<file path="config.mk">
export PLATFORM = sky130hd
export DESIGN_NAME = victim_wb_buffer_flat
export DESIGN_NICKNAME = d
export VERILOG_FILES = /design/src/rtl/victim_wb_buffer_if.sv /design/src/rtl/victim_wb_buffer.sv /design/src/flat_wrapper.sv
export SDC_FILE = /design/constraint.sdc
export NUM_CORES = 1
export LEC_CHECK = 0
export CAP_MARGIN = 10
export CORE_MARGIN = 10
export CORE_UTILIZATION = 39
export CTS_BUF_LIST = sky130_fd_sc_hd__clkbuf_8
export DETAILED_ROUTE_END_ITERATION = 10
export GPL_TIMING_DRIVEN = 0
export PLACE_DENSITY_LB_ADDON = 0.12
export SLEW_MARGIN = 40
export SYNTH_ARGS = -nofsm -noshare
export SYNTH_HDL_FRONTEND = slang
export SYNTH_SLANG_ARGS = --single-unit
</file>
<file path="constraint.sdc">
create_clock -name clk -period 14.3 [get_ports clk]
set_input_delay 2.145 -clock clk [delete_from_list [all_inputs] [get_ports clk]]
set_output_delay 2.145 -clock clk [all_outputs]
set_load 0.05 [all_outputs]
</file>
<file path="src/rtl/victim_wb_buffer_if.sv">
// victim_wb_buffer_if
// Bundles the signals between the victim cache, the write-back buffer and
// memory.
//   evict_*   : eviction offer from the victim cache (valid/ready, dirty, tag, data)
//   lookup_*  : combinational forwarding lookup from the cache miss path
//   mem_*     : write-back request to memory (req/ack, tag, data)
//   flush_i, empty_o, flush_done_o : drain control and status
// The buffer itself connects through the slave modport. Its environment,
// which is the cache, memory and flush controller, uses the master modport.
interface victim_wb_buffer_if #(
  parameter int DCACHE_LINE_WIDTH = 128,
  parameter int DCACHE_TAG_BITS   = 23
);
  logic                         evict_valid_i;
  logic                         evict_ready_o;
  logic                         evict_dirty_i;
  logic [DCACHE_TAG_BITS-1:0]   evict_tag_i;
  logic [DCACHE_LINE_WIDTH-1:0] evict_data_i;
  logic [DCACHE_TAG_BITS-1:0]   lookup_tag_i;
  logic                         lookup_hit_o;
  logic [DCACHE_LINE_WIDTH-1:0] lookup_data_o;
  logic                         mem_req_o;
  logic [DCACHE_TAG_BITS-1:0]   mem_tag_o;
  logic [DCACHE_LINE_WIDTH-1:0] mem_data_o;
  logic                         mem_ack_i;
  logic                         flush_i;
  logic                         empty_o;
  logic                         flush_done_o;

  modport master (
    output evict_valid_i, evict_dirty_i, evict_tag_i, evict_data_i,
    output lookup_tag_i, mem_ack_i, flush_i,
    input  evict_ready_o, lookup_hit_o, lookup_data_o,
    input  mem_req_o, mem_tag_o, mem_data_o, empty_o, flush_done_o
  );

  modport slave (
    input  evict_valid_i, evict_dirty_i, evict_tag_i, evict_data_i,
    input  lookup_tag_i, mem_ack_i, flush_i,
    output evict_ready_o, lookup_hit_o, lookup_data_o,
    output mem_req_o, mem_tag_o, mem_data_o, empty_o, flush_done_o
  );
endinterface

</file>
<file path="src/rtl/victim_wb_buffer.sv">
// victim_wb_buffer
// Write-back buffer behind the data-cache victim cache. Dirty evictions are
// queued in a circular FIFO and drained to memory over a req/ack handshake.
// Clean evictions are dropped. A combinational lookup forwards buffered lines
// back to the cache miss path.
// Ports:
//   clk : rising-edge clock
//   rst : synchronous, active-high reset
//   bus : victim_wb_buffer_if.slave, which carries the eviction, lookup,
//         memory and flush signals
//
// state  | meaning
// S_IDLE | no request outstanding; move to S_REQ when entries are queued
// S_REQ  | head entry presented to memory, waiting for mem_ack_i
module victim_wb_buffer #(
  parameter int DCACHE_LINE_WIDTH = 128,
  parameter int DCACHE_TAG_BITS   = 23,
  parameter int WB_DEPTH          = 4
) (
  input  logic               clk,
  input  logic               rst,
  victim_wb_buffer_if.slave  bus
);
  localparam int PW = $clog2(WB_DEPTH);
  localparam int CW = $clog2(WB_DEPTH + 1);

  typedef logic [PW-1:0] ptr_t;
  typedef enum logic {S_IDLE, S_REQ} state_t;

  logic [WB_DEPTH-1:0]          valid_q;
  logic [DCACHE_TAG_BITS-1:0]   tag_q  [WB_DEPTH];
  logic [DCACHE_LINE_WIDTH-1:0] data_q [WB_DEPTH];
  ptr_t                         wr_ptr, rd_ptr;
  logic [CW-1:0]                count, count_nxt;
  logic                         full_q;
  logic                         flush_pending;
  state_t                       state, state_nxt;

  ptr_t age_idx [WB_DEPTH];
  logic lk_hit, mg_hit;
  ptr_t lk_idx, mg_idx;
  logic mem_req;
  logic push_dirty, do_merge, do_append, do_ack, idle_empty;

  // age_idx[0] is the oldest entry (head). Higher indices are younger.
  always_comb begin
    for (int i = 0; i < WB_DEPTH; i++) age_idx[i] = rd_ptr + ptr_t'(i);
  end

  // Scan oldest to youngest so that the youngest match wins. The in-flight
  // head is excluded as a merge target, because memory is already sampling
  // its data.
  always_comb begin
    lk_hit = 1'b0;
    lk_idx = '0;
    mg_hit = 1'b0;
    mg_idx = '0;
    for (int i = 0; i < WB_DEPTH; i++) begin
      if (valid_q[age_idx[i]] && tag_q[age_idx[i]] == bus.lookup_tag_i) begin
        lk_hit = 1'b1;
        lk_idx = age_idx[i];
      end
      if (valid_q[age_idx[i]] && tag_q[age_idx[i]] == bus.evict_tag_i &&
          !(i == 0 && state == S_REQ)) begin
        mg_hit = 1'b1;
        mg_idx = age_idx[i];
      end
    end
  end

  assign push_dirty = bus.evict_valid_i && !full_q && bus.evict_dirty_i;
  assign do_merge   = push_dirty && mg_hit;
  assign do_append  = push_dirty && !mg_hit;
  assign do_ack     = (state == S_REQ) && bus.mem_ack_i;
  assign count_nxt  = count + CW'(do_append) - CW'(do_ack);
  assign idle_empty = (count == '0) && (state == S_IDLE);

  always_comb begin
    state_nxt = state;
    mem_req   = 1'b0;
    case (state)
      S_IDLE: if (count != '0) state_nxt = S_REQ;
      S_REQ: begin
        mem_req = 1'b1;
        if (bus.mem_ack_i) state_nxt = S_IDLE;
      end
      default: state_nxt = S_IDLE;
    endcase
  end

  always_ff @(posedge clk) begin
    if (rst) begin
      state         <= S_IDLE;
      valid_q       <= '0;
      wr_ptr        <= '0;
      rd_ptr        <= '0;
      count         <= '0;
      full_q        <= 1'b0;
      flush_pending <= 1'b0;
    end else begin
      state  <= state_nxt;
      count  <= count_nxt;
      // Full is registered from the next count, so ready never depends
      // combinationally on mem_ack_i.
      full_q <= (count_nxt == CW'(WB_DEPTH));
      if (do_ack) begin
        valid_q[rd_ptr] <= 1'b0;
        rd_ptr          <= rd_ptr + ptr_t'(1);
      end
      if (do_append) begin
        valid_q[wr_ptr] <= 1'b1;
        wr_ptr          <= wr_ptr + ptr_t'(1);
      end
      flush_pending <= bus.flush_i | (flush_pending & ~idle_empty);
    end
  end

  // The tag and data arrays have no reset. The valid bits gate them.
  always_ff @(posedge clk) begin
    if (!rst) begin
      if (do_append) begin
        tag_q[wr_ptr]  <= bus.evict_tag_i;
        data_q[wr_ptr] <= bus.evict_data_i;
      end else if (do_merge) begin
        data_q[mg_idx] <= bus.evict_data_i;
      end
    end
  end

  assign bus.evict_ready_o = !full_q;
  assign bus.lookup_hit_o  = lk_hit;
  assign bus.lookup_data_o = lk_hit ? data_q[lk_idx] : '0;
  assign bus.mem_req_o     = mem_req;
  assign bus.mem_tag_o     = mem_req ? tag_q[rd_ptr] : '0;
  assign bus.mem_data_o    = mem_req ? data_q[rd_ptr] : '0;
  assign bus.empty_o       = idle_empty;
  assign bus.flush_done_o  = flush_pending && idle_empty;
endmodule

</file>
<file path="src/flat_wrapper.sv">
// flat-port wrapper written by rule: the top's interface ports become plain ports
module victim_wb_buffer_flat 
#(
  parameter int DCACHE_LINE_WIDTH = 128,
  parameter int DCACHE_TAG_BITS   = 23,
  parameter int WB_DEPTH          = 4
)
  (clk, rst, bus_evict_valid_i, bus_evict_dirty_i, bus_evict_tag_i, bus_evict_data_i, bus_lookup_tag_i, bus_mem_ack_i, bus_flush_i, bus_evict_ready_o, bus_lookup_hit_o, bus_lookup_data_o, bus_mem_req_o, bus_mem_tag_o, bus_mem_data_o, bus_empty_o, bus_flush_done_o);
  victim_wb_buffer_if #(.DCACHE_LINE_WIDTH(DCACHE_LINE_WIDTH), .DCACHE_TAG_BITS(DCACHE_TAG_BITS)) bus_i ();
  input  logic clk;
  input  logic rst;
  input wire logic [$bits(bus_i.evict_valid_i)-1:0] bus_evict_valid_i;
  input wire logic [$bits(bus_i.evict_dirty_i)-1:0] bus_evict_dirty_i;
  input wire logic [$bits(bus_i.evict_tag_i)-1:0] bus_evict_tag_i;
  input wire logic [$bits(bus_i.evict_data_i)-1:0] bus_evict_data_i;
  input wire logic [$bits(bus_i.lookup_tag_i)-1:0] bus_lookup_tag_i;
  input wire logic [$bits(bus_i.mem_ack_i)-1:0] bus_mem_ack_i;
  input wire logic [$bits(bus_i.flush_i)-1:0] bus_flush_i;
  output wire logic [$bits(bus_i.evict_ready_o)-1:0] bus_evict_ready_o;
  output wire logic [$bits(bus_i.lookup_hit_o)-1:0] bus_lookup_hit_o;
  output wire logic [$bits(bus_i.lookup_data_o)-1:0] bus_lookup_data_o;
  output wire logic [$bits(bus_i.mem_req_o)-1:0] bus_mem_req_o;
  output wire logic [$bits(bus_i.mem_tag_o)-1:0] bus_mem_tag_o;
  output wire logic [$bits(bus_i.mem_data_o)-1:0] bus_mem_data_o;
  output wire logic [$bits(bus_i.empty_o)-1:0] bus_empty_o;
  output wire logic [$bits(bus_i.flush_done_o)-1:0] bus_flush_done_o;
  assign bus_i.evict_valid_i = bus_evict_valid_i;
  assign bus_i.evict_dirty_i = bus_evict_dirty_i;
  assign bus_i.evict_tag_i = bus_evict_tag_i;
  assign bus_i.evict_data_i = bus_evict_data_i;
  assign bus_i.lookup_tag_i = bus_lookup_tag_i;
  assign bus_i.mem_ack_i = bus_mem_ack_i;
  assign bus_i.flush_i = bus_flush_i;
  assign bus_evict_ready_o = bus_i.evict_ready_o;
  assign bus_lookup_hit_o = bus_i.lookup_hit_o;
  assign bus_lookup_data_o = bus_i.lookup_data_o;
  assign bus_mem_req_o = bus_i.mem_req_o;
  assign bus_mem_tag_o = bus_i.mem_tag_o;
  assign bus_mem_data_o = bus_i.mem_data_o;
  assign bus_empty_o = bus_i.empty_o;
  assign bus_flush_done_o = bus_i.flush_done_o;
  victim_wb_buffer #(.DCACHE_LINE_WIDTH(DCACHE_LINE_WIDTH), .DCACHE_TAG_BITS(DCACHE_TAG_BITS), .WB_DEPTH(WB_DEPTH)) u_core (.clk(clk), .rst(rst), .bus(bus_i));
endmodule
</file>
Word-level counts from Yosys, hierarchy flattened
Memories as Yosys holds them, arrays and structs flattened. A register that Yosys moved wholly into a read port is not among the register bits.
Index checks and enable logic that the tools add are counted.
{"block": "word_totals", "mem_count": 2, "word_cells": 114, "ff_bits": 14, "in_bits": 180, "ramBits": 604, "out_inout_bits": 284}
{"name": "u_core.data_q", "words": 4, "word_bits": 128, "rd": 2, "rd_clocked_by_memory_dff": 1, "wr": 1, "line_no": "victim_wb_buffer.sv:32", "source": "logic [DCACHE_LINE_WIDTH-1:0] data_q [WB_DEPTH];"}
{"name": "u_core.tag_q", "words": 4, "word_bits": 23, "rd": 4, "rd_clocked_by_memory_dff": 1, "wr": 1, "line_no": "victim_wb_buffer.sv:31", "source": "logic [DCACHE_TAG_BITS-1:0] tag_q [WB_DEPTH];"}
{"block": "op_classes", "muxes": 52, "bitwise": 7, "order_cmp": 7, "n_eq_ne": 9, "reduce_logical": 24, "add_sub_neg": 6}
{"op": "$mux W128", "n": 3}
{"op": "$eq A23 B23 Y1", "n": 8}
{"op": "$reduce_or A128 Y1", "n": 1}
{"op": "$mux W2", "n": 13}
{"op": "$mux W1", "n": 25}
{"op": "$mux W23", "n": 1}
{"op": "$logic_and A1 B1 Y1", "n": 18}
{"op": "$lt A2 B3 Y1 const B", "n": 5}
{"op": "$mux W4", "n": 3}
{"op": "$bmux W1 S2", "n": 4}
{"op": "$add A2 B1 Y2 const B", "n": 2}
{"op": "$add A2 B2 Y2 const B", "n": 2}
{"op": "$and A4 B4 Y4", "n": 1}
{"op": "$demux W1 S2", "n": 2}
{"op": "$ge A2 B1 Y1 const B", "n": 2}
{"op": "$not A4 Y4", "n": 1}
{"op": "$or A4 B4 Y4", "n": 1}
{"op": "$add A3 B1 Y3", "n": 1}
{"op": "$eq A3 B3 Y1 const B", "n": 1}
{"op": "$logic_not A1 Y1", "n": 3}
{"op": "$logic_not A3 Y1", "n": 1}
{"op": "$reduce_bool A3 Y1", "n": 1}
{"op": "$sub A3 B1 Y3", "n": 1}
{"op": "$not A1 Y1", "n": 2}
{"op": "3 further kinds", "n": 3}

Depth between registers and ports, before layout
{"block": "depth", "depth_word": 15, "depth_mapped": 26, "depth_no_buf": 14}

Worst setup path before layout
No wires, ideal clock.
{"block": "synth_timing", "kind": "reg-to-reg", "startpoint": "register u_core.rd_ptr[0]", "endpoint": "memory u_core.data_q[2][0], enable pin", "path_slack_ns": -0.168, "t_required_ns": 13.527, "setup_time_ns": 0.773, "period_less_slack_ns": 14.468, "path_stages_with_launch": 23, "n_path_buf": 11, "arrival_ns": 13.695, "path_cell_list": "dfxtp_1 > buf_6 > buf_6 > buf_6 > buf_6 > buf_6 > buf_4 > buf_1 > inv_1 > clkbuf_1 > ha_1 > buf_2 > inv_1 > clkbuf_1 > clkbuf_1 > mux2_2 > nand2_1 > nand3_1 > nor4b_1 > and3_1 > o21ai_1 > a31o_2 > nor3_1"}
{"item": "from (decl)", "line_no": "victim_wb_buffer.sv:33", "source": "ptr_t wr_ptr, rd_ptr;"}
{"item": "from (signal assigned)", "line_no": "victim_wb_buffer.sv:108", "source": "rd_ptr <= rd_ptr + ptr_t'(1);"}
{"item": "to (decl)", "line_no": "victim_wb_buffer.sv:32"}

==> results.sh <==
export IMPL_timing_worst_setup_path_type="flip-flop to output port"
export IMPL_cp_end_kind="output port"
export IMPL_path_max_fanout=11
export IMPL_final_util_pct=48.7
export IMPL_cts_resized=0
export IMPL_cts_tree="yes"
export IMPL_grt_max_degree=19
export IMPL_htree_levels=3
export IMPL_syn_to_final_growth_pct=23.9
export IMPL_synth_nets=3454
export IMPL_dp_hpwl_um=128000
export IMPL_crit_chain="buf_6 -> buf_6 -> buf_6 -> buf_6 -> buf_6 -> buf_4 -> buf_1 -> inv_1 -> clkbuf_2 -> ha_1 -> buf_2 -> buf_2 -> mux4_2 -> xor2_1 -> nor4_1 -> nand2_1 -> or4_1 -> o31ai_1 -> buf_4 -> buf_2 -> or3_1 -> o211ai_1 -> o32ai_1 -> clkdlybuf4s50_1"
export IMPL_pre_cts_ws_ns=2.02
export IMPL_die_w_um=338
export IMPL_skew_ns=0.0330
export IMPL_synthTopCellsByCount="edfxtp_1, or3_1, clkbuf_1, mux2i_1, mux4_2"
export IMPL_async_flop_share_pct=0
export IMPL_synth_edf_count=604
export IMPL_critPathBufInv=14
export IMPL_cts_hold_buf=0
export IMPL_synth_area_top_cells="edfxtp_1, mux4_2, mux2i_1"
export IMPL_tightestPinTransition_ns=0.877
export IMPL_clk_pin_slew_worst_paths_ns=0.06
export IMPL_post_synth_top_count_cell="edfxtp_1"
export IMPL_cts_buffer_depth=3
export IMPL_wl_per_cell_um=33.3
export IMPL_first_pass_iters=6
export IMPL_ys_seq_area_share_pct=46.9
export IMPL_slew_headroom_pct=39.9
export IMPL_cts_root_buf="clkbuf_8"
export IMPL_fin_setup_tns_ns=0
export IMPL_pin_count=464
export IMPL_track_usage_pct=29.7
export IMPL_drive_above_1_share_pct=14.6
export IMPL_row_count=116
export IMPL_yosysWarningCount=0
export IMPL_cts_sinks=620
export IMPL_synth_cells=3263
export IMPL_grt_pass1_vias=33949
export IMPL_grt_ovfl_total=0
export IMPL_status="complete, no violations"
export IMPL_p_leak_nw=14.8
export IMPL_arrival_ns=11.32
export IMPL_crit_top_cell="buf_6"
export IMPL_die_h_um=338
export IMPL_core_um2=100000
export IMPL_viasPerCell=6.64
export IMPL_synthDistinctLibCells=82
export IMPL_synth_flop_cell="edfxtp_1"
export IMPL_clock_latency_ns=0.80
export IMPL_synth_avg_cell_area_um2=12.1
export IMPL_setup_viol=0
export IMPL_worstPathRequired_ns=12.15
export IMPL_path_delay_family="buffers and inverters"
export IMPL_drtIter0Drc=4807
export IMPL_start_util_pct=39.3
export IMPL_finalMaxSlewViolations=0
export IMPL_fin_crit_sh_pct=94.1
export IMPL_drv_cap=0
export IMPL_postCtsSetupRepairBufs=0
export IMPL_port_buffers=447
export IMPL_synth_top_area_share_pct=46.0
export IMPL_place_congestion=1.04
export IMPL_fmax_ghz=0.0743
export IMPL_fin_ws_ns=0.837
export IMPL_wl_um=176000
export IMPL_post_synth_instance_area_um2=39400
export IMPL_start_kind="flip-flop"
export IMPL_grt_pass1_wl_um=248000
export IMPL_drc=0
export IMPL_powerDensity_nw_per_um2=131
export IMPL_antenna_left=0
export IMPL_ir_worst_vdd_mv=0.0807
export IMPL_via_count=35066
export IMPL_hold_violations=0
export IMPL_slowest_delay_ns=0.96
export IMPL_rsz0062_at_grt="no"
export IMPL_yosysTopAreaCell="edfxtp_1"
export IMPL_synth_seq_cells=620
export IMPL_die_area_um2=114000
export IMPL_fin_crit_ns=13.46
export IMPL_antenna_found_initial=28
export IMPL_crit_slowest_cell="clkdlybuf4s50_1"
export IMPL_hold_class="flip-flop to flip-flop"
export IMPL_num_nets_final=4074
export IMPL_numCtsBuffers=108
## worst register-to-register path: cells and delay by family, from the launching register on
| kind | cells | cell delay, ns |
|---|---|---|
| DFF | 1 | 0.38 |
| adders and majority gates | 1 | 0.77 |
| xor gates and xnor gates | 1 | 0.46 |
| AOI/OAI and AO/OA | 2 | 0.29 |
| muxes | 1 | 0.39 |
| buffers and inverters | 18 | 6.16 |
| and+or+nand+nor | 5 | 1.94 |
## stage by stage
stage | area (um^2) | instances | hold slack (ns) | power [mW]
6_report | 48800 | 5282 | 0.477 | 6.40
5_1_grt | 48800 | 5278 | 0.545 | 6.60
4_1_cts | 48700 | 5269 | 0.478 | 6.39
3_5_place_dp | 46600 | 5071 | 0.465 | 4.73
3_3_place_gp | 45500 | 5008 | 0.465 | 4.72
2_1_floorplan | 39400 | 3263 | 0.443 | 3.74
## final timing paths
kind | from | end | slack (ns) | cells after the start
setup / recovery | u_core.rd_ptr[0]$_SDFFE_PP0P_ | bus_lookup_data_o[6] | 0.84 | 24
hold / removal | u_core.flush_pending$_SDFF_PP0_ | u_core.flush_pending$_SDFF_PP0_ | 0.48 | 2
setup reg to reg | u_core.rd_ptr[0]$_SDFFE_PP0P_ | u_core.data_q[2][45]$_DFFE_PP_ | 3.59 | 28
hold reg to reg | u_core.flush_pending$_SDFF_PP0_ | u_core.flush_pending$_SDFF_PP0_ | 0.48 | 2
## layout make-up
cell class | count | area, um^2
diodes | 13 | 32.5
plain buffers | 343 | 1520
clock buffers | 112 | 1540
clock inverters | 86 | 577
fillers | 9058 | 51400
inverters | 27 | 101
multi-input cells | 2273 | 19500
flip-flops and latches | 620 | 18500
well taps | 1298 | 1620
repair buffers | 510 | 5450
## where the power goes
group          switching, mW  total, mW  internal (mW)  leakage [nW]
Clock                  0.794       1.66          0.869          1.19
Sequential            0.0348       2.09           2.05          5.58
Combinational           1.74       2.65          0.917          8.05
## cell usage in the layout (no fill, tap or decap), types with 149 or more instances in the layout
cell type	synthesis	routed
o211ai_1	150	150
clkbuf_1	222	195
and2_1	157	153
mux2i_1	207	204
clkdlybuf4s50_1	0	447
nor2_1	182	182
edfxtp_1	604	604
nand2_1	149	149
mux4_2	199	199
or3_1	260	260
## sequential cells by signal, summed over array words and instances (netlist names), named ones only
| register | cells |
|---|---|
| u_core.data_q | 512 |
| u_core.count | 3 |
| u_core.valid_q | 4 |
| u_core.rd_ptr | 2 |
| u_core.flush_pending | 1 |
| u_core.state | 1 |
| u_core.wr_ptr | 2 |
| u_core.full_q | 1 |
| u_core.tag_q | 92 |
## kinds of logic after synthesis
kind of cell	Yosys count	share of synthesized area, %
compound gates	789	15.8
buf+inv	370	3.99
flops	620	46.9
simple gates	878	12.0
mux	423	17.2
xor+xnor	172	3.82
fa+ha+maj	11	0.369
## per-layer routing
metal,wire [um],vias to the layer above,global-route usage (%)
met4,8640,30,13.4
met5,200,-,0
li1,-,14567,-
met2,77500,2307,44.8
met3,18900,457,8.19
met1,70500,17705,39.6
Power figures use the tool's default switching activity.
